===== src/rtl/sram_port_ctrl.sv =====
// sram_port_ctrl: bus-side controller in front of a single-port, 16-bit,
// byte-enabled synchronous RAM. After reset it optionally sweeps the whole
// array to CLEAR_VALUE, then serves access/ack bus requests and waits out the
// RAM read latency before returning data with a one-cycle registered ack.
//
// state | meaning
// ------+-----------------------------------------------------------------
// CLEAR | post-reset sweep, one clear write per cycle, bus stalled
// IDLE  | waiting for a request (not accepted while m_ack is still shown)
// WACK  | write issued to RAM, acknowledge it
// RWAIT | read issued to RAM, count down the read latency then capture q
module sram_port_ctrl #(
    parameter int          ADDR_WIDTH     = 13,
    parameter int          NUMWORDS       = 8192,
    parameter int          READ_LATENCY   = 1,
    parameter int          CLEAR_ON_RESET = 1,
    parameter logic [15:0] CLEAR_VALUE    = 16'h0000
) (
    input  logic                  clk,
    input  logic                  reset_n,
    input  logic [ADDR_WIDTH-1:0] m_addr,
    input  logic [15:0]           m_data_in,
    output logic [15:0]           m_data_out,
    input  logic                  m_access,
    input  logic                  m_wr_en,
    input  logic [1:0]            m_bytesel,
    output logic                  m_ack,
    output logic [ADDR_WIDTH-1:0] ram_address,
    output logic [15:0]           ram_data,
    output logic                  ram_wren,
    output logic [1:0]            ram_byteena,
    input  logic [15:0]           ram_q,
    output logic                  init_done
);

    typedef enum logic [1:0] {CLEAR, IDLE, WACK, RWAIT} state_t;

    // Counter is one bit wider than the address so that reaching NUMWORDS
    // (the "sweep finished" point) is representable even when
    // NUMWORDS == 2**ADDR_WIDTH.
    localparam logic [ADDR_WIDTH:0] CLR_END     = (ADDR_WIDTH+1)'(NUMWORDS);
    localparam logic [1:0]          RD_WAIT     = 2'(READ_LATENCY);
    localparam state_t              RESET_STATE = (CLEAR_ON_RESET != 0) ? CLEAR : IDLE;
    localparam logic                RESET_DONE  = (CLEAR_ON_RESET == 0);

    state_t                state;
    logic [ADDR_WIDTH:0]   clr_cnt;
    logic [1:0]            wait_cnt;

    // Main controller: sweep, request acceptance, write ack and read-latency wait.
    always_ff @(posedge clk or negedge reset_n) begin
        if (!reset_n) begin
            state       <= RESET_STATE;
            clr_cnt     <= '0;
            wait_cnt    <= '0;
            ram_address <= '0;
            ram_data    <= '0;
            ram_wren    <= 1'b0;
            ram_byteena <= 2'b00;
            m_ack       <= 1'b0;
            m_data_out  <= '0;
            init_done   <= RESET_DONE;
        end else begin
            m_ack <= 1'b0;
            case (state)
                CLEAR: begin
                    if (clr_cnt == CLR_END) begin
                        ram_wren  <= 1'b0;
                        init_done <= 1'b1;
                        state     <= IDLE;
                    end else begin
                        ram_wren    <= 1'b1;
                        ram_byteena <= 2'b11;
                        ram_data    <= CLEAR_VALUE;
                        ram_address <= clr_cnt[ADDR_WIDTH-1:0];
                        clr_cnt     <= clr_cnt + 1'b1;
                    end
                end
                IDLE: begin
                    // m_ack is still high in the cycle right after a completion;
                    // the master's request is stale then and must not restart.
                    if (m_access && !m_ack) begin
                        ram_address <= m_addr;
                        ram_byteena <= m_bytesel;
                        if (m_wr_en) begin
                            ram_wren <= 1'b1;
                            ram_data <= m_data_in;
                            state    <= WACK;
                        end else begin
                            ram_wren <= 1'b0;
                            wait_cnt <= RD_WAIT;
                            state    <= RWAIT;
                        end
                    end
                end
                WACK: begin
                    ram_wren <= 1'b0;
                    m_ack    <= 1'b1;
                    state    <= IDLE;
                end
                RWAIT: begin
                    if (wait_cnt == 2'd0) begin
                        m_data_out <= ram_q;
                        m_ack      <= 1'b1;
                        state      <= IDLE;
                    end else begin
                        wait_cnt <= wait_cnt - 1'b1;
                    end
                end
                default: state <= IDLE;
            endcase
        end
    end

endmodule


===== config.mk =====
export PLATFORM = sky130hd
export DESIGN_NAME = sram_port_ctrl
export DESIGN_NICKNAME = d
export VERILOG_FILES = /design/src/rtl/sram_port_ctrl.sv
export SDC_FILE = /design/constraint.sdc
export NUM_CORES = 1
export LEC_CHECK = 0
export BUFFER_PORTS_ARGS = -buffer_cell sky130_fd_sc_hd__buf_2
export CAP_MARGIN = 25
export CORE_MARGIN = 10
export CORE_UTILIZATION = 43
export CTS_CLUSTER_DIAMETER = 200
export DETAILED_ROUTE_END_ITERATION = 10
export PLACE_DENSITY = 0.66
export SLEW_MARGIN = 10
export SYNTH_ARGS = -nofsm -noshare
export SYNTH_HDL_FRONTEND = slang
export SYNTH_SLANG_ARGS = --single-unit

===== constraint.sdc =====
create_clock -name clk -period 4 [get_ports clk]
set_input_delay 0.2 -clock clk [delete_from_list [all_inputs] [get_ports clk]]
set_output_delay 0.2 -clock clk [all_outputs]
set_load 0.01 [all_outputs]

==> results_dict.tcl, run 1 <==
set metrics [dict create \
    viasPerCell 4.76 \
    synthCells 259 \
    clk_pin_slew_worst_paths_ns 0.07 \
    grt_max_degree 43 \
    route.antenna.remaining_nets 0 \
    cts-root-buf "clkbuf_8" \
    start_util 0.441 \
    gp_congestion 0.779 \
    finish.utilization 0.558 \
    row_count 31 \
    fin_tns_setup_ns 0 \
    pin_count 101 \
    cpMostUsedCell "inv_1" \
    hpwl_mm 5.48 \
    synth-async-reset-ratio 1.00 \
    antenna_found_initial 0 \
    critPathBufInv 3 \
    yosysSeqAreaShare 0.535 \
    syn_to_final_growth_pct 26.6 \
    placed_area_sq_um 3770 \
    place_ws_ns 1.16 \
    hold_viol 0 \
    synth_enable_flop_cells 0 \
    syn_area_per_cell_sq_um 12.3 \
    grt_pass1_vias 2366 \
    grt_use_total 0.132 \
    synth_top_area_cell "dfrtp_1" \
    layout_common_cells "buf_2 (100), dfrtp_1 (68), mux2_2 (33)" \
    p_leak_nw 2.13 \
    setup_viol 0 \
    slew_violations 0 \
    period_share 0.711 \
    clock-sinks 68 \
    tightest_slew_ns 0.923 \
    cts_inserted_buffers 9 \
    core_sq_um 7210 \
    end_kind "flip-flop" \
    cts_tree "yes" \
    dp_cells 451 \
    die_y_um 106 \
    dieArea_sq_um 11200 \
    globalRouteOverflowTotal 0 \
    synthFlopType "dfrtp_1" \
    final_common_cell "buf_2" \
    hold_ws_ns 0.0894 \
    critPathMaxStageDelay_ns 0.74 \
    drive_above_1_share 0.447 \
    power_mw 3.05 \
    portBuffers 100 \
    ys_ff_latch 68 \
    fmax_mhz 351 \
    die_w_um 106 \
    crit_path_cell_trace "inv_1 > ha_1 > buf_4 > inv_1 > a21oi_1 > a221o_1 > mux2i_1" \
    grt_pass1_wl_mm 12.0 \
    fin_crit_ns 2.85 \
    path_max_fanout 25 \
    clockBufferDepth 2 \
    yosys_warnings 0 \
    hold_class "in -> reg" \
    ir_worst_vdd_uv 339 \
    clk_latency_ns 0.34 \
    startpoint_type "flip-flop" \
    firstDrtPassIters 4 \
    syn_nets 318 \
    power.density_nw_per_um2 758 \
    final_area_sq_um 4030 \
    rsz0062_at_grt "false" \
    status "finished clean" \
    worstSetupPathType "reg -> reg" \
    postLayoutSetupSlackWorst_ns 1.15 \
    slew_headroom 0.385 \
    wire_per_inst_um 15.5 \
    route.detailed.drc 0 \
    crit_path_top_delay_cell "a221o_1" \
    synth_top_area_frac 0.535 \
    syn-cell-area_sq_um 3180 \
    num_antenna_cells 0 \
    drt_wl_total_mm 7.23 \
    synth_area_leaders "dfrtp_1 (53%), mux2_2 (12%), mux2i_1 (5.3%), mux2_4 (3.8%), nand2_1 (3.5%)" \
    fin_skew_ns 0.00757 \
    finalNonFillerCells 468 \
    via_count 2227 \
    nNetsFinal 424 \
    worstPathRequired_ns 4.25 \
    cp_top_family "compound AO/OA/AOI/OAI gates" \
    ys_types 41 \
    htree_levels 3 \
    maxCapViolCount 0 \
    dr.first_iter.drc_count 49 \
    arrival_ns 3.10 \
]
[sequential cells by signal, summed over array words and instances, names as in the netlist, 2 cells and up]
signal / flops
state: 2
m_data_out: 16
ram_address: 13
clr_cnt: 14
wait_cnt: 2
ram_data: 16
ram_byteena: 2
[Yosys cell counts (all sizes together) (2+ instances only)]
cell / count
dfrtp: 68
mux2: 41
nand2: 30
inv: 23
mux2i: 17
xnor2: 9
ha: 8
nor2: 6
and3: 5
buf: 5
clkbuf: 5
nand2b: 5
nand3: 4
nand4: 4
o21ai: 3
xor2: 3
a21oi: 2
and2: 2
o32a: 2
[logic make-up (layout without fill, tap and decap cells)]
| family | after synthesis | count (layout) | synth area share |
|---|---|---|---|
| buffers and inverters | 33 | 143 | 0.0464 |
| xor gates and xnor gates | 12 | 12 | 0.0330 |
| muxes | 58 | 58 | 0.208 |
| AOI/OAI and AO/OA | 18 | 18 | 0.0472 |
| DFF | 68 | 68 | 0.535 |
| and+or+nand+nor | 62 | 62 | 0.0991 |
| adders and majority gates | 8 | 8 | 0.0315 |
[layer usage]
layer | share of wire | GRT usage | vias up
li1 | - | - | 1088
met1 | 0.44 | 0.161 | 1071
met2 | 0.48 | 0.205 | 58
met3 | 0.071 | 0.0483 | 10
met4 | 0.015 | 0.0580 | 0
met5 | 0 | 0 | -
[path summary, 6_finish.rpt]
check | to | cells after the start | start | slack [ns]
setup / recovery | ram_data[9]$_DFFE_PN0P_ | 7 | state[1]$_DFFE_PN0P_ | 1.15
hold / removal | m_data_out[10]$_DFFE_PN0P_ | 2 | ram_q[10] | 0.09
setup reg to reg | ram_data[9]$_DFFE_PN0P_ | 7 | state[1]$_DFFE_PN0P_ | 1.15
hold reg to reg | init_done$_DFFE_PN0P_ | 1 | init_done$_DFFE_PN0P_ | 0.48
max in group asynchronous | clr_cnt[13]$_DFFE_PN0P_ | 3 | reset_n | 2.88
min in group asynchronous | ram_address[4]$_DFFE_PN0P_ | 2 | reset_n | 0.37
[final cells by class]
type,instances,area [sq um]
fill,665,3190
sequential,68,1700
multi-input combinational,158,1330
timing repair buffer,105,561
clock buffer,11,151
tap,99,124
inverter,23,86.3
clock inverter,4,72.6
[power breakdown]
| part | internal, mW | total (mW) | switching (mW) |
|---|---|---|---|
| sequential | 0.946 | 1.09 | 0.145 |
| combinational | 0.663 | 1.33 | 0.668 |
| clock | 0.381 | 0.632 | 0.252 |
| total | 1.99 | 3.05 | 1.06 |
[repair_timing]
item / CTS / global route
gates resized for setup: 0 / 0
setup endpoints to repair: 0 / 0
hold buffers: 0 / 1
setup buffers: 0 / 0
hold endpoints to repair: 0 / 19
No activity file was read; power rests on OpenSTA's default activity.
==> inputs of run 2 (changes only) <==
Settings changed: ABC_AREA set to 1, PLACE_DENSITY 0.66 to 0.68.
Clock period 4 ns to 2.56 ns, I/O delays scaled along.
==> results_dict.tcl, run 2 <==
set metrics [dict create \
    postLayoutSetupSlackWorst_ns 0.479 \
    crit_path_top_delay_cell "dfrtp_1" \
    fin_crit_ns 2.08 \
    synth-async-reset-ratio 1.00 \
    wire_per_inst_um 13.5 \
    cp_top_family "simple AND/OR/NAND/NOR gates" \
    startpoint_type "flip-flop" \
    end_kind "flip-flop" \
    setup_viol 0 \
    use_met3 0.0534 \
    hold_class "in -> reg" \
    dr.first_iter.drc_count 162 \
    critPathBufInv 2 \
    route.antenna.remaining_nets 0 \
    start_util 0.447 \
    via_count 3102 \
    cts-root-buf "clkbuf_8" \
    clk_latency_ns 0.35 \
    layout_common_cells "nand2_1 (183), buf_2 (100), dfrtp_1 (68)" \
    ys_ff_latch 68 \
    fin_tns_setup_ns 0 \
    synthTopCellsByCount "nand2_1 (183), dfrtp_1 (68), inv_1 (47)" \
    path_max_fanout 17 \
    slew_headroom 0.415 \
    dp_cells 624 \
    viasPerCell 4.72 \
    clockBufferDepth 2 \
    cpMostUsedCell "nand2_1" \
    cts_resized 0 \
    worstSetupPathType "reg -> reg" \
    status "finished clean" \
    grt_use_total 0.150 \
    syn_nets 495 \
    grt_pass1_vias 3101 \
    crit_path_cell_trace "inv_1 > ha_1 > buf_4 > nand2_1 > nand2_2 > nand3_4 > nand2_1 > nand2_1" \
    cts_inserted_buffers 9 \
    yosysMostFrequentCell "nand2_1" \
    hold_viol 0 \
    final_common_cell "nand2_1" \
    arrival_ns 2.32 \
    fillers 769 \
    placed_area_sq_um 4040 \
    dieArea_sq_um 12200 \
    fmax_mhz 481 \
    syn_to_final_growth_pct 27.8 \
    tightest_slew_ns 0.877 \
    slew_violations 0 \
    drt_wl_total_mm 8.85 \
    ir_worst_vdd_uv 294 \
    grt_pass1_wl_mm 14.6 \
    fin_skew_ns 0.0109 \
    clock-sinks 68 \
    grt_max_degree 46 \
    post_cts_buffers 0 \
    hpwl_mm 6.35 \
    drive_above_1_share 0.272 \
    top_usage_layer "met2" \
    finalNonFillerCells 657 \
    pin_count 101 \
    die_y_um 110 \
    synth_top_area_frac 0.485 \
    synth_area_leaders "dfrtp_1 (49%), nand2_1 (20%), inv_1 (5.0%), o21ai_2 (4.0%), nand4_1 (3.6%)" \
    power.density_nw_per_um2 524 \
    antenna_found_initial 0 \
    grt_util_met1 0.186 \
    portBuffers 100 \
    cts_tree "yes" \
    ff2ff_setup_slack_ns 0.48 \
    top_regs "m_data_out (16), ram_data (16), clr_cnt (14)" \
    p_leak_nw 2.46 \
    globalRouteOverflowTotal 0 \
    num_antenna_cells 0 \
    row_count 32 \
    yosys_warnings 0 \
    worstPathRequired_ns 2.80 \
    synthFlopType "dfrtp_1" \
    clk_pin_slew_worst_paths_ns 0.08 \
    die_w_um 110 \
    route.detailed.drc 0 \
    synth_enable_flop_cells 0 \
    syn_area_per_cell_sq_um 8.05 \
    final_area_sq_um 4480 \
    firstDrtPassIters 4 \
    ys_types 27 \
    htree_levels 3 \
    hold_ws_ns 0.0372 \
    grt_use_met2 0.239 \
    synth_top_area_cell "dfrtp_1" \
    cts_hold_buf 17 \
    critPathMaxStageDelay_ns 0.43 \
    synthCells 436 \
    gp_congestion 0.883 \
    maxCapViolCount 0 \
    syn-cell-area_sq_um 3510 \
    yosysSeqAreaShare 0.485 \
    period_share 0.813 \
    rsz0062_at_grt "false" \
    core_sq_um 7850 \
    place_ws_ns 0.515 \
    nNetsFinal 609 \
]
[run 2: worst paths after layout]
kind	startpoint	to	depth (start not counted)
setup / recovery	state[1]$_DFFE_PN0P_	ram_data[6]$_DFFE_PN0P_	8
hold reg to reg	ram_data[10]$_DFFE_PN0P_	ram_data[10]$_DFFE_PN0P_	2
hold / removal	m_bytesel[0]	ram_byteena[0]$_DFFE_PN0P_	3
min in group asynchronous	reset_n	m_data_out[9]$_DFFE_PN0P_	2
setup reg to reg	state[1]$_DFFE_PN0P_	ram_data[6]$_DFFE_PN0P_	8
max in group asynchronous	reset_n	clr_cnt[8]$_DFFE_PN0P_	3
[run 2: kinds of logic (layout without fill, tap and decap cells)]
| family | after synthesis | after routing | share of synthesized area |
|---|---|---|---|
| adders and majority gates | 8 | 8 | 0.0285 |
| DFF | 68 | 68 | 0.485 |
| and+or+nand+nor | 246 | 246 | 0.300 |
| xor gates and xnor gates | 7 | 7 | 0.0175 |
| AOI/OAI and AO/OA | 41 | 41 | 0.0788 |
| buffers and inverters | 66 | 185 | 0.0899 |
[run 2: final cells by class]
cell class              instances  area (sq um)  area share
clock buffers                   9           124      0.0276
multi-input cells             302          1490       0.333
flip-flops and latches         68          1700       0.380
well taps                     102           128      0.0285
repair buffers                121           713       0.159
inverters                      48           180      0.0402
clock inverters                 7           145      0.0324
[run 2: report_power, final]
group          total, mW  internal, mW  switching (mW)  leakage [nW]
registers           1.07          1.07               0         0.827
logic             0.0850        0.0466          0.0385          1.50
clock network       1.19         0.752           0.439         0.130
[run 2: routing by layer]
metal | vias up | part of all wire
li1 | 1590 | -
met4 | 0 | 0.013
met3 | 11 | 0.084
met2 | 74 | 0.48
met1 | 1427 | 0.42
met5 | - | 0
[run 2: worst min-delay path, stage by stage]
cell	delay [ns]
buf_2	0.07
nor2_1	0.04
o21ai_2	0.11
[run 2: through the flow]
stage	utilization	power, mW
2_1_floorplan	-	1.10
3_3_place_gp	0.515	1.16
3_5_place_dp	0.515	1.16
4_1_cts	0.571	2.38
5_1_grt	0.571	2.43
6_report	0.571	2.35
